`src/rtl/score_renderer_pkg.sv`:
```
// Shared GPU command type, screen geometry and score-digit layout defaults.
package score_renderer_pkg;

  localparam int unsigned GPU_COORD_W = 10;
  localparam int unsigned GPU_COLOR_W = 8;
  localparam int unsigned GPU_ADDR_W  = 16;
  localparam int unsigned GPU_SCALE_W = 2;

  localparam int unsigned SCREEN_W = 640;
  localparam int unsigned SCREEN_H = 480;

  // Digit geometry shared with the game controller so both agree on layout.
  localparam int unsigned SR_HOR_OFFSET   = 490;
  localparam int unsigned SR_VER_OFFSET   = 10;
  localparam int unsigned SR_DIGIT_WIDTH  = 40;
  localparam int unsigned SR_DIGIT_HEIGHT = 72;
  localparam int unsigned SR_HOR_GAP      = 10;

  typedef struct packed {
    logic [GPU_COORD_W-1:0] x;
    logic [GPU_COORD_W-1:0] y;
    logic [GPU_COORD_W-1:0] width;
    logic [GPU_COORD_W-1:0] height;
    logic [GPU_COLOR_W-1:0] color;
    logic [GPU_ADDR_W-1:0]  mem_addr;
    logic                   mem_en;
    logic [GPU_SCALE_W-1:0] scale;
  } gpu_op_t;

  typedef enum logic [2:0] {
    ST_IDLE,
    ST_CONVERT,
    ST_LOAD,
    ST_ISSUE,
    ST_NEXT
  } sr_state_e;

  // Double-dabble nibble correction applied before each shift.
  function automatic logic [3:0] dd_adjust(input logic [3:0] n);
    return (n >= 4'd5) ? n + 4'd3 : n;
  endfunction

endpackage

```
`src/rtl/score_renderer_if.sv`:
```
// GPU command FIFO write port: op word, write strobe and full back-pressure.
interface score_renderer_if;
  import score_renderer_pkg::*;

  gpu_op_t op;
  logic    op_wr_en;
  logic    op_full;

  modport master (output op, output op_wr_en, input op_full);
  modport slave  (input op, input op_wr_en, output op_full);
endinterface

```
`src/rtl/score_renderer_bin2bcd_seq.sv`:
```
// Sequential double-dabble binary-to-BCD converter, one input bit per cycle.
module bin2bcd_seq
  import score_renderer_pkg::*;
#(
  parameter int unsigned BIN_W  = 10,
  parameter int unsigned DIGITS = 3
) (
  input  logic                  clk,
  input  logic                  rst,
  input  logic                  ce,
  input  logic                  start,
  input  logic [BIN_W-1:0]      bin,
  output logic [4*DIGITS-1:0]   bcd,
  output logic                  valid
);

  localparam int unsigned CNT_W = $clog2(BIN_W + 1);

  logic [BIN_W-1:0]    shift_q, shift_d;
  logic [4*DIGITS-1:0] bcd_q, bcd_d, adj;
  logic [CNT_W-1:0]    cnt_q, cnt_d;

  // Per-nibble add-3 correction of the current BCD accumulator.
  always_comb begin
    adj = '0;
    for (int unsigned k = 0; k < DIGITS; k++) begin
      adj[4*k +: 4] = dd_adjust(bcd_q[4*k +: 4]);
    end
  end

  // Load on start, otherwise shift one bit into the BCD accumulator per cycle.
  always_comb begin
    shift_d = shift_q;
    bcd_d   = bcd_q;
    cnt_d   = cnt_q;
    if (start) begin
      shift_d = bin;
      bcd_d   = '0;
      cnt_d   = CNT_W'(BIN_W);
    end else if (cnt_q != '0) begin
      bcd_d   = (adj << 1) | (4*DIGITS)'(shift_q[BIN_W-1]);
      shift_d = shift_q << 1;
      cnt_d   = cnt_q - 1'b1;
    end
  end

  // Converter state registers, frozen when ce is low.
  always_ff @(posedge clk or negedge rst) begin
    if (!rst) begin
      shift_q <= '0;
      bcd_q   <= '0;
      cnt_q   <= '0;
    end else if (ce) begin
      shift_q <= shift_d;
      bcd_q   <= bcd_d;
      cnt_q   <= cnt_d;
    end
  end

  assign bcd = bcd_q;
  // Raised during the final shift so a consumer advancing on the same enabled
  // edge reads a finished result on the following cycle.
  assign valid = (cnt_q <= CNT_W'(1));

endmodule

```
`src/rtl/score_renderer.sv`:
```
// Saturating decimal score with a render pass that blits one sprite per digit.
module score_renderer
  import score_renderer_pkg::*;
#(
  parameter int unsigned DIGITS        = 3,
  parameter int unsigned HOR_OFFSET    = SR_HOR_OFFSET,
  parameter int unsigned VER_OFFSET    = SR_VER_OFFSET,
  parameter int unsigned DIGIT_WIDTH   = SR_DIGIT_WIDTH,
  parameter int unsigned DIGIT_HEIGHT  = SR_DIGIT_HEIGHT,
  parameter int unsigned HOR_GAP       = SR_HOR_GAP,
  parameter int unsigned MEM_BASE      = 0,
  parameter int unsigned MEM_STRIDE    = 45,
  parameter int unsigned SCALE         = 1,
  parameter int unsigned BLANK_LEADING = 1,
  localparam int unsigned SCORE_WIDTH  = $clog2(10**DIGITS)
) (
  input  logic                   clk,
  input  logic                   rst,
  input  logic                   ce,
  input  logic                   inc,
  input  logic                   clear,
  input  logic                   start,
  output logic [SCORE_WIDTH-1:0] score,
  output logic                   busy,
  output logic                   done,
  score_renderer_if.master       gpu
);

  localparam int unsigned IDX_W = 3;
  localparam int unsigned PITCH = DIGIT_WIDTH + HOR_GAP;
  localparam logic [IDX_W-1:0]       LAST_IDX  = IDX_W'(DIGITS - 1);
  localparam logic [SCORE_WIDTH-1:0] SCORE_MAX = SCORE_WIDTH'(10**DIGITS - 1);

  if (DIGITS < 1 || DIGITS > 6) begin : g_bad_digits
    $error("score_renderer: DIGITS must be in 1..6");
  end
  if (HOR_OFFSET + (DIGITS - 1) * PITCH + DIGIT_WIDTH > SCREEN_W) begin : g_bad_x
    $error("score_renderer: rightmost digit extends past the screen edge");
  end
  if (VER_OFFSET + DIGIT_HEIGHT > SCREEN_H) begin : g_bad_y
    $error("score_renderer: digits extend past the screen bottom");
  end

  sr_state_e              state_q, state_d;
  logic [IDX_W-1:0]       idx_q, idx_d;
  logic                   seen_q, seen_d;
  gpu_op_t                op_q, op_d;
  logic [SCORE_WIDTH-1:0] score_q, score_d;
  logic [4*DIGITS-1:0]    bcd;
  logic                   conv_valid;
  logic                   conv_start;
  logic [3:0]             digit;
  logic                   skip;

  assign conv_start = (state_q == ST_IDLE) && start;

  bin2bcd_seq #(
    .BIN_W  (SCORE_WIDTH),
    .DIGITS (DIGITS)
  ) u_bin2bcd (
    .clk   (clk),
    .rst   (rst),
    .ce    (ce),
    .start (conv_start),
    .bin   (score_q),
    .bcd   (bcd),
    .valid (conv_valid)
  );

  // Score update: clear wins over inc, inc saturates at the largest value.
  always_comb begin
    score_d = score_q;
    if (clear) begin
      score_d = '0;
    end else if (inc && (score_q != SCORE_MAX)) begin
      score_d = score_q + 1'b1;
    end
  end

  // Score register, frozen when ce is low.
  always_ff @(posedge clk or negedge rst) begin
    if (!rst) begin
      score_q <= '0;
    end else if (ce) begin
      score_q <= score_d;
    end
  end

  // Select the BCD digit at the current index; index 0 is most significant.
  always_comb begin
    digit = '0;
    for (int unsigned k = 0; k < DIGITS; k++) begin
      if (idx_q == IDX_W'(k)) begin
        digit = bcd[4*(DIGITS-1-k) +: 4];
      end
    end
  end

  assign skip = (BLANK_LEADING != 0) && (idx_q != LAST_IDX) &&
                (digit == 4'd0) && !seen_q;

  // FSM state and pass datapath registers.
  always_ff @(posedge clk or negedge rst) begin
    if (!rst) begin
      state_q <= ST_IDLE;
      idx_q   <= '0;
      seen_q  <= 1'b0;
      op_q    <= '0;
    end else if (ce) begin
      state_q <= state_d;
      idx_q   <= idx_d;
      seen_q  <= seen_d;
      op_q    <= op_d;
    end
  end

  // Next-state logic and op word construction for the current digit.
  always_comb begin
    state_d = state_q;
    idx_d   = idx_q;
    seen_d  = seen_q;
    op_d    = op_q;
    unique case (state_q)
      ST_IDLE: begin
        if (start) state_d = ST_CONVERT;
      end
      ST_CONVERT: begin
        if (conv_valid) begin
          state_d = ST_LOAD;
          idx_d   = '0;
          seen_d  = 1'b0;
        end
      end
      ST_LOAD: begin
        if (skip) begin
          idx_d = idx_q + 1'b1;
        end else begin
          op_d          = '0;
          op_d.x        = GPU_COORD_W'(HOR_OFFSET) +
                          GPU_COORD_W'(idx_q) * GPU_COORD_W'(PITCH);
          op_d.y        = GPU_COORD_W'(VER_OFFSET);
          op_d.width    = GPU_COORD_W'(DIGIT_WIDTH);
          op_d.height   = GPU_COORD_W'(DIGIT_HEIGHT);
          op_d.mem_addr = GPU_ADDR_W'(MEM_BASE) +
                          GPU_ADDR_W'(digit) * GPU_ADDR_W'(MEM_STRIDE);
          op_d.mem_en   = 1'b1;
          op_d.scale    = GPU_SCALE_W'(SCALE);
          seen_d        = 1'b1;
          state_d       = ST_ISSUE;
        end
      end
      ST_ISSUE: begin
        if (!gpu.op_full) state_d = ST_NEXT;
      end
      ST_NEXT: begin
        if (idx_q == LAST_IDX) begin
          state_d = ST_IDLE;
        end else begin
          idx_d   = idx_q + 1'b1;
          state_d = ST_LOAD;
        end
      end
      default: state_d = ST_IDLE;
    endcase
  end

  // Outputs; strobes are qualified by ce so a frozen cycle cannot repeat them.
  always_comb begin
    busy         = (state_q != ST_IDLE);
    gpu.op_wr_en = ce && (state_q == ST_ISSUE) && !gpu.op_full;
    done         = ce && (state_q == ST_NEXT) && (idx_q == LAST_IDX);
  end

  assign gpu.op = op_q;
  assign score  = score_q;

endmodule

```
`src/flat_wrapper.sv`:
```
// flat-port wrapper written by rule: the top's interface ports become plain ports
module score_renderer_flat import score_renderer_pkg::*;
#(
  parameter int unsigned DIGITS        = 3,
  parameter int unsigned HOR_OFFSET    = SR_HOR_OFFSET,
  parameter int unsigned VER_OFFSET    = SR_VER_OFFSET,
  parameter int unsigned DIGIT_WIDTH   = SR_DIGIT_WIDTH,
  parameter int unsigned DIGIT_HEIGHT  = SR_DIGIT_HEIGHT,
  parameter int unsigned HOR_GAP       = SR_HOR_GAP,
  parameter int unsigned MEM_BASE      = 0,
  parameter int unsigned MEM_STRIDE    = 45,
  parameter int unsigned SCALE         = 1,
  parameter int unsigned BLANK_LEADING = 1,
  localparam int unsigned SCORE_WIDTH  = $clog2(10**DIGITS)
)
  (clk, rst, ce, inc, clear, start, score, busy, done, gpu_op, gpu_op_wr_en, gpu_op_full);
  score_renderer_if gpu_i ();
  input  logic clk;
  input  logic rst;
  input  logic ce;
  input  logic inc;
  input  logic clear;
  input  logic start;
  output logic [SCORE_WIDTH-1:0] score;
  output logic busy;
  output logic done;
  output wire logic [$bits(gpu_i.op)-1:0] gpu_op;
  output wire logic [$bits(gpu_i.op_wr_en)-1:0] gpu_op_wr_en;
  input wire logic [$bits(gpu_i.op_full)-1:0] gpu_op_full;
  assign gpu_op = gpu_i.op;
  assign gpu_op_wr_en = gpu_i.op_wr_en;
  assign gpu_i.op_full = gpu_op_full;
  score_renderer #(.DIGITS(DIGITS), .HOR_OFFSET(HOR_OFFSET), .VER_OFFSET(VER_OFFSET), .DIGIT_WIDTH(DIGIT_WIDTH), .DIGIT_HEIGHT(DIGIT_HEIGHT), .HOR_GAP(HOR_GAP), .MEM_BASE(MEM_BASE), .MEM_STRIDE(MEM_STRIDE), .SCALE(SCALE), .BLANK_LEADING(BLANK_LEADING)) u_core (.clk(clk), .rst(rst), .ce(ce), .inc(inc), .clear(clear), .start(start), .score(score), .busy(busy), .done(done), .gpu(gpu_i));
endmodule
```
`config.mk`:
```
export PLATFORM = sky130hd
export DESIGN_NAME = score_renderer_flat
export DESIGN_NICKNAME = d
export VERILOG_FILES = /design/src/rtl/score_renderer_pkg.sv /design/src/rtl/score_renderer_if.sv /design/src/rtl/score_renderer_bin2bcd_seq.sv /design/src/rtl/score_renderer.sv /design/src/flat_wrapper.sv
export SDC_FILE = /design/constraint.sdc
export NUM_CORES = 1
export LEC_CHECK = 0
export BUFFER_PORTS_ARGS = -buffer_cell sky130_fd_sc_hd__buf_2
export CAP_MARGIN = 10
export CORE_MARGIN = 2
export CORE_UTILIZATION = 40
export DETAILED_ROUTE_END_ITERATION = 7
export GPL_ROUTABILITY_DRIVEN = 1
export MAX_ROUTING_LAYER = met4
export PLACE_DENSITY = 0.66
export SKIP_CTS_REPAIR_TIMING = 1
export SLEW_MARGIN = 5
export SYNTH_ARGS = -nofsm -noshare
export SYNTH_HDL_FRONTEND = slang
export SYNTH_SLANG_ARGS = --single-unit
export TNS_END_PERCENT = 100
```
`constraint.sdc`:
```
create_clock -name clk -period 4.3 [get_ports clk]
set_input_delay 0.86 -clock clk [delete_from_list [all_inputs] [get_ports clk]]
set_output_delay 0.86 -clock clk [all_outputs]
set_load 0.01 [all_outputs]
```
==> key figures, run 1 <==
STA
  • Worst Clk Skew: 0.0155 ns
  • Fin crit share: 0.863
  • Slew Limit Fails: 0
  • Final Hold Fails: 0
  • Setup Viol. Count Final: 0
  • RSZ-0062 raised after global routing: false
  • Final setup margin: 0.589 ns
  • Max Freq: 0.269 GHz
  • Setup TNS: 0 ns
  • Clock period minus worst slack: 3.71 ns
  • Slew HR: 0.385
  • Actual slew at the worst max-slew pin: 0.922 ns

Die
  • Die Span Y: 107 microns
  • Core area: 10,300 sq um
  • Starting density of the core: 0.412
  • Std cell rows: 37
  • Die Area: 11,500 sq um
  • IO Count: 87
  • Die X: 107 microns

Pwr
  • Pleak: 2.16 nW
  • Power density cells: 785 nW/um^2
  • Overall Power: 3.57 mW
  • Largest vdd supply drop: 0.312 mV

Clock network
  • H-tree depth: 3
  • Number of buffers created by CTS: 9
  • Clk Tree Root Cell: clkbuf_8
  • CTS Buffer Depth: 2
  • Clock tree sinks: 63
  • CTS tree: yes
  • Clk_lat worst skew: 0.35 ns
  • Clock transition at the registers of the reported paths: 0.07 ns

Detailed routing
  • Drt pass-1 iters: 6
  • Residual DRC: 0
  • Vias per Instance: 4.98
  • Via count: 3,143
  • Routed Wire Length: 8250 microns
  • WL per Instance: 13.1 microns
  • DRT antenna net count: 0
  • Initial DRC Count: 165

Critical path
  • Required @ worst endpoint: 4.53 ns
  • CP max FO: 8
  • Delay-heaviest family, CP: compound AO/OA/AOI/OAI gates
  • Max stage delay on crit path: 0.46 ns
  • Startpoint Class: register
  • Critical path class: reg2reg
  • CP Buf/Inv Count: 3
  • Worst EP arrival: 3.94 ns
  • Worst path slowest cell: dfrtp_1
  • Crit-path most repeated cell: ha_1
  • CP cell instances: inv_1 > ha_1 > nand3b_1 > a21oi_1 > o21a_1 > ha_1 > ha_1 > ha_1 > inv_1 > fa_1 > inv_1 > a21o_1 > a21oi_1 > nor4b_1 > o31a_1
  • CP Capture Type: register

Logic synthesis
  • Synth Instances: 457
  • Post-Synth Simple-Gate Area: 0.161
  • Asr flop ratio synth: 1.00
  • Adder-cell share of the synthesized area: 0.103
  • Leading cell types by count after synthesis: 63 x dfrtp_1, 51 x buf_4, 47 x nand2_1, 32 x ha_1, 26 x o21ai_0
  • Number of synthesized flops with an enable pin: 0
  • Syn_area_per_cell: 9.31 sq um
  • Largest family of logic cells by synthesized area: compound AO/OA/AOI/OAI gates
  • Xor and xnor area share after synthesis: 0.0391
  • Cell taking the most area after synthesis: dfrtp_1
  • Seq/Total Area, Yosys: 0.370
  • Area contributors post-synth: dfrtp_1 37%, ha_1 9.4%, buf_4 9.0%, nand2_1 4.1%, o21ai_0 3.1%
  • Top-count cell post-synth: dfrtp_1
  • Yosys warnings: 0
  • Cell area after synthesis: 4260 sq um
  • Share of the synthesized area in the top cell type: 0.370
  • Main synth FF type: dfrtp_1
  • Synth Register Bits: 63
  • Mux cell area share after synthesis: 0.0209
  • Compound-Gate Fraction of Synth Area: 0.172
  • Distinct cells, synth: 63

GRT
  • Largest net degree at the start of global routing: 42
  • Global-route wire length before repair: 14,100 microns
  • Vias in the first global route: 3,053
  • Global-route usage over all layers: 0.156
  • Antenna violations before repair: 0
  • Gr ovfl total: 0

Finish
  • Area Growth Syn to Fin: 6.73%
  • Post-layout nets: 531
  • # diodes: 0
  • Share of layout cells above drive strength 1: 0.160
  • Final Util: 0.440

Placed design
  • Buffers on Ports: 46
  • Global placement routability congestion: 0.852
  • Place WS: 0.614 ns
  • Post-DP HPWL: 6090 microns

Hold path
  • Worst Hold Class: reg2reg

Status
  • Status: finished, final reports clean

Run
  • Max-cap violations: 0
## cells in the final DEF (no fill, tap or decap), types with 3 or more instances in the layout
cell,n
nand3b_1,4
nor2b_1,3
a221o_1,4
xor2_1,11
a21oi_1,25
buf_4,3
nand3_1,11
nor3_1,8
nor4_1,3
ha_1,32
dfrtp_1,63
xnor2_1,8
clkbuf_1,3
o21a_1,3
nand2b_1,9
mux2_2,7
a32o_1,5
inv_1,24
or3_1,4
nor3b_1,4
a31oi_1,10
buf_2,46
nor2_1,24
clkbuf_8,10
o31ai_1,9
nand2_1,47
conb_1,40
a21o_1,5
o21ai_0,26
## kinds of logic after synthesis
logic type | Yosys count
AO/OA/AOI/OAI | 108
flip-flops | 63
adder cells (fa/ha/maj) | 34
XOR/XNOR | 19
buffers and inverters | 90
other | 1
AND/OR/NAND/NOR | 134
multiplexers | 8
## worst paths after layout
kind                                               start                       endpoint  slack [ns]  cells past startpoint
setup / recovery             u_core.idx_q[1]$_DFFE_PN0P_  u_core.gpu.op[12]$_DFFE_PN0P_        0.59                     15
hold / removal             u_core.gpu.op[62]$_DFFE_PN0P_  u_core.gpu.op[62]$_DFFE_PN0P_        0.47                      2
setup reg to reg             u_core.idx_q[1]$_DFFE_PN0P_  u_core.gpu.op[12]$_DFFE_PN0P_        0.59                     15
hold reg to reg            u_core.gpu.op[62]$_DFFE_PN0P_  u_core.gpu.op[62]$_DFFE_PN0P_        0.47                      2
max in group asynchronous                            rst    u_core.idx_q[1]$_DFFE_PN0P_        2.81                      2
min in group asynchronous                            rst  u_core.gpu.op[48]$_DFFE_PN0P_        0.65                      1
## registers in the layout (all words and copies together), names as in the netlist
signal,cells
u_core.score,10
u_core.u_bin2bcd.bcd,12
u_core.seen_q,1
u_core.u_bin2bcd.shift_q,10
u_core.gpu.op,20
u_core.idx_q,3
u_core.state_q,3
u_core.u_bin2bcd.cnt_q,4
## per-layer routing
metal | global-route usage | up-vias | part of all wire
li1 | - | 1573 | -
met5 | - | - | 0
met2 | 0.261 | 79 | 0.49
met1 | 0.185 | 1475 | 0.45
met3 | 0.0432 | 16 | 0.047
met4 | 0.0455 | 0 | 0.014
## final cells by class
cell class,count,area [sq um]
fill,1006,5780
multi-input combinational,343,2260
sequential,63,1580
timing repair buffer,49,253
tap,136,170
clock buffer,13,149
inverter,24,90.1
clock inverter,3,42.5
## tightest hold or removal path, cell delays in order, from the launching register on
cell and delay [ns]:
dfrtp_1 0.34, nand2_1 0.05, o21ai_0 0.06
## stage by stage
step,cells,hold WS (ns),instance area [sq um]
2_1_floorplan,496,0.467,4400
3_3_place_gp,615,0.456,4350
3_5_place_dp,615,0.465,4350
4_1_cts,631,0.480,4540
5_1_grt,631,0.505,4540
6_report,631,0.473,4540
## power by group
part / switching [mW] / internal, mW
Sequential: 0.249 / 0.826
Clock: 0.232 / 0.284
Combinational: 1.11 / 0.872
Note: power is estimated with default switching activity, not from simulation.
==> run 2, diff against run 1 <==
Settings changed: BUFFER_PORTS_ARGS -buffer_cell sky130_fd_sc_hd__buf_2 to not set, DONT_BUFFER_PORTS set to 1, PLACE_DENSITY 0.66 to 0.59.
==> run 2 against run 1 <==
  * Fmax is 0.16% lower
  * Cell area down 5.4%
  * Routed wire length down 4.3%
  * Largest cell class unchanged
  * Sequential share of layout area is 2.0 points higher
  * First-iteration DRC count decreased by 12%
  * Clock power down 8.1%
  * Power down 4.4%
==> key figures, run 2 (same netlist as run 1, synthesis figures left out) <==
Status
  • Status: finished, final reports clean (unchanged)

Run
  • Max-cap violations: 0 (unchanged)

Clock network
  • Clock tree sinks: 63 (unchanged)
  • Clk_lat worst skew: 0.34 ns (was 0.35 ns)
  • Clock transition at the registers of the reported paths: 0.07 ns (about the same)
  • CTS tree: yes (unchanged)
  • Clk Tree Root Cell: clkbuf_8 (unchanged)
  • H-tree depth: 3 (unchanged)
  • Number of buffers created by CTS: 9 (unchanged)
  • CTS Buffer Depth: 2 (unchanged)

Finish
  • Most common cell after layout, fill and taps aside: dfrtp_1 (unchanged)
  • Area Growth Syn to Fin: 0.941% (was 6.73%)
  • # diodes: 0 (unchanged)
  • Max reg flops: 20 (unchanged)
  • Final Util: 0.416 (was 0.440)
  • Final instance area: 4300 sq um (was 4540 sq um)
  • Share of layout cells above drive strength 1: 0.0761 (was 0.160)
  • Post-layout nets: 484 (was 531)
  • Commonest non-fill, non-tap cells in the layout: 63 x dfrtp_1, 47 x nand2_1, 40 x conb_1 (was 63 x dfrtp_1, 47 x nand2_1, 46 x buf_2)

Detailed routing
  • Drt pass-1 iters: 4 (was 6)
  • WL per Instance: 13.5 microns (was 13.1 microns)
  • Vias per Instance: 5.11 (was 4.98)
  • DRT antenna net count: 0 (unchanged)
  • Residual DRC: 0 (unchanged)
  • Routed Wire Length: 7890 microns (was 8250 microns)
  • Via count: 2,980 (was 3,143)
  • Initial DRC Count: 145 (was 165)

Pwr
  • Sw Pwr: 1.53 mW (was 1.59 mW)
  • Power density cells: 794 nW/um^2 (was 785 nW/um^2)
  • Pleak: 1.96 nW (was 2.16 nW)
  • Comb power frac: 0.526 (was 0.554)
  • Largest vdd supply drop: 0.358 mV (was 0.312 mV)
  • Internal power: 1.88 mW (was 1.98 mW)
  • Overall Power: 3.41 mW (was 3.57 mW)
  • Sw frac: 0.449 (was 0.445)
  • Clock share of power: 0.139 (was 0.145)
  • Sequential share of power: 0.335 (was 0.301)

GRT
  • Vias in the first global route: 2,792 (was 3,053)
  • Global-route wire length before repair: 13,400 microns (was 14,100 microns)
  • Gr ovfl total: 0 (unchanged)
  • Global-route usage over all layers: 0.149 (was 0.156)
  • Largest net degree at the start of global routing: 64 (was 42)
  • Antenna violations before repair: 0 (unchanged)

Critical path
  • CP cell instances: inv_1 > ha_1 > nand3b_1 > a21oi_1 > o21a_1 > ha_1 > ha_1 > ha_1 > inv_1 > fa_1 > inv_1 > a21o_1 > a21oi_1 > nor4b_1 > o31a_1 (unchanged)
  • Startpoint Class: register (unchanged)
  • Reg2Reg Depth: 15 (unchanged)
  • Max stage delay on crit path: 0.45 ns (was 0.46 ns)
  • Worst EP arrival: 3.99 ns (was 3.94 ns)
  • CP Buf/Inv Count: 3 (unchanged)
  • Worst path slowest cell: dfrtp_1 (unchanged)
  • R2R Path End: u_core.gpu.op[12]$_DFFE_PN0P_ (unchanged)
  • R2r setup slk: 0.58 ns (was 0.59 ns)
  • Delay-heaviest family, CP: adder cells (was compound AO/OA/AOI/OAI gates)
  • Critical path class: reg2reg (unchanged)
  • Required @ worst endpoint: 4.58 ns (was 4.53 ns)
  • R2r startpoint: u_core.idx_q[1]$_DFFE_PN0P_ (unchanged)
  • CP max FO: 8 (unchanged)
  • Crit-path most repeated cell: ha_1 (unchanged)
  • CP Capture Type: register (unchanged)

Die
  • IO Count: 87 (unchanged)
  • Std cell rows: 37 (unchanged)
  • Die Span Y: 107 microns (unchanged)
  • Core area: 10,300 sq um (unchanged)
  • Starting density of the core: 0.412 (unchanged)
  • Die X: 107 microns (unchanged)
  • Die Area: 11,500 sq um (unchanged)

STA
  • Max Freq: 0.269 GHz (about the same)
  • Clock period minus worst slack: 3.72 ns (was 3.71 ns)
  • Setup Viol. Count Final: 0 (unchanged)
  • RSZ-0062 raised after global routing: false (unchanged)
  • Actual slew at the worst max-slew pin: 0.837 ns (was 0.922 ns)
  • Slew HR: 0.442 (was 0.385)
  • Slew Limit Fails: 0 (unchanged)
  • Final Hold Fails: 0 (unchanged)
  • Fin crit share: 0.864 (was 0.863)
  • Setup TNS: 0 ns (unchanged)
  • Worst Clk Skew: 0.00851 ns (was 0.0155 ns)

Placed design
  • Post-DP HPWL: 5690 microns (was 6090 microns)
  • Buffers on Ports: 0 (was 46)
  • Global placement routability congestion: 0.808 (was 0.852)
  • Dpl cell area: 4110 sq um (was 4350 sq um)

Hold path
  • Worst Hold Class: in2async (was reg2reg)
run 2: cell count changes in the layout (fill, tap and decap cells not counted):
cell	before	now
buf_2	46	0
clkbuf_1	3	0
clkbuf_8	10	12
buf_4	3	2
bufinv_16	1	0
clkinv_2	1	2
run 2: power by group through the flow:
stage                     clock network [mW]  registers (mW)  logic (mW)
after floorplan                            0            1.04        1.58
after global placement                     0            1.15        1.75
after detailed placement                   0            1.16        1.80
after CTS                              0.493            1.15        1.82
after global routing                   0.511            1.19        2.08
final                                  0.474            1.14        1.80
run 2: per-layer routing:
metal	vias up	routed length [microns]	global-route usage
li1	1474	-	-
met1	1446	3630	0.185
met2	52	3870	0.239
met3	8	313	0.0365
met4	0	85	0.0510
met5	-	0	-
run 2: cell type report:
class / count / area [sq um]
Clock buffer: 12 / 165
Clock inverter: 3 / 17.5
Fill cell: 1024 / 6030
Inverter: 24 / 90.1
Multi-Input combinational cell: 343 / 2260
Sequential cell: 63 / 1580
Tap cell: 136 / 170
Timing Repair Buffer: 2 / 15.0
run 2: worst max path at each step:
stage                                          endpoint  cells past startpoint  slack, ns                        start
after global placement    u_core.gpu.op[12]$_DFFE_PN0P_                     15       0.77  u_core.idx_q[1]$_DFFE_PN0P_
after detailed placement  u_core.gpu.op[12]$_DFFE_PN0P_                     15       0.59  u_core.idx_q[1]$_DFFE_PN0P_
after CTS                 u_core.gpu.op[12]$_DFFE_PN0P_                     15       0.58  u_core.idx_q[1]$_DFFE_PN0P_
after global routing      u_core.gpu.op[12]$_DFFE_PN0P_                     15       0.27  u_core.idx_q[1]$_DFFE_PN0P_
final                     u_core.gpu.op[12]$_DFFE_PN0P_                     15       0.58  u_core.idx_q[1]$_DFFE_PN0P_
after floorplan           u_core.gpu.op[12]$_DFFE_PN0P_                     15       0.99  u_core.idx_q[1]$_DFFE_PN0P_
run 2: through the flow:
step	setup slack [ns]	std cells	hold slack [ns]
after floorplan	0.987	496	0.467
after global placement	0.770	568	0.479
after detailed placement	0.591	568	0.492
after CTS	0.577	583	0.195
after global routing	0.274	583	0.195
final	0.583	583	0.214
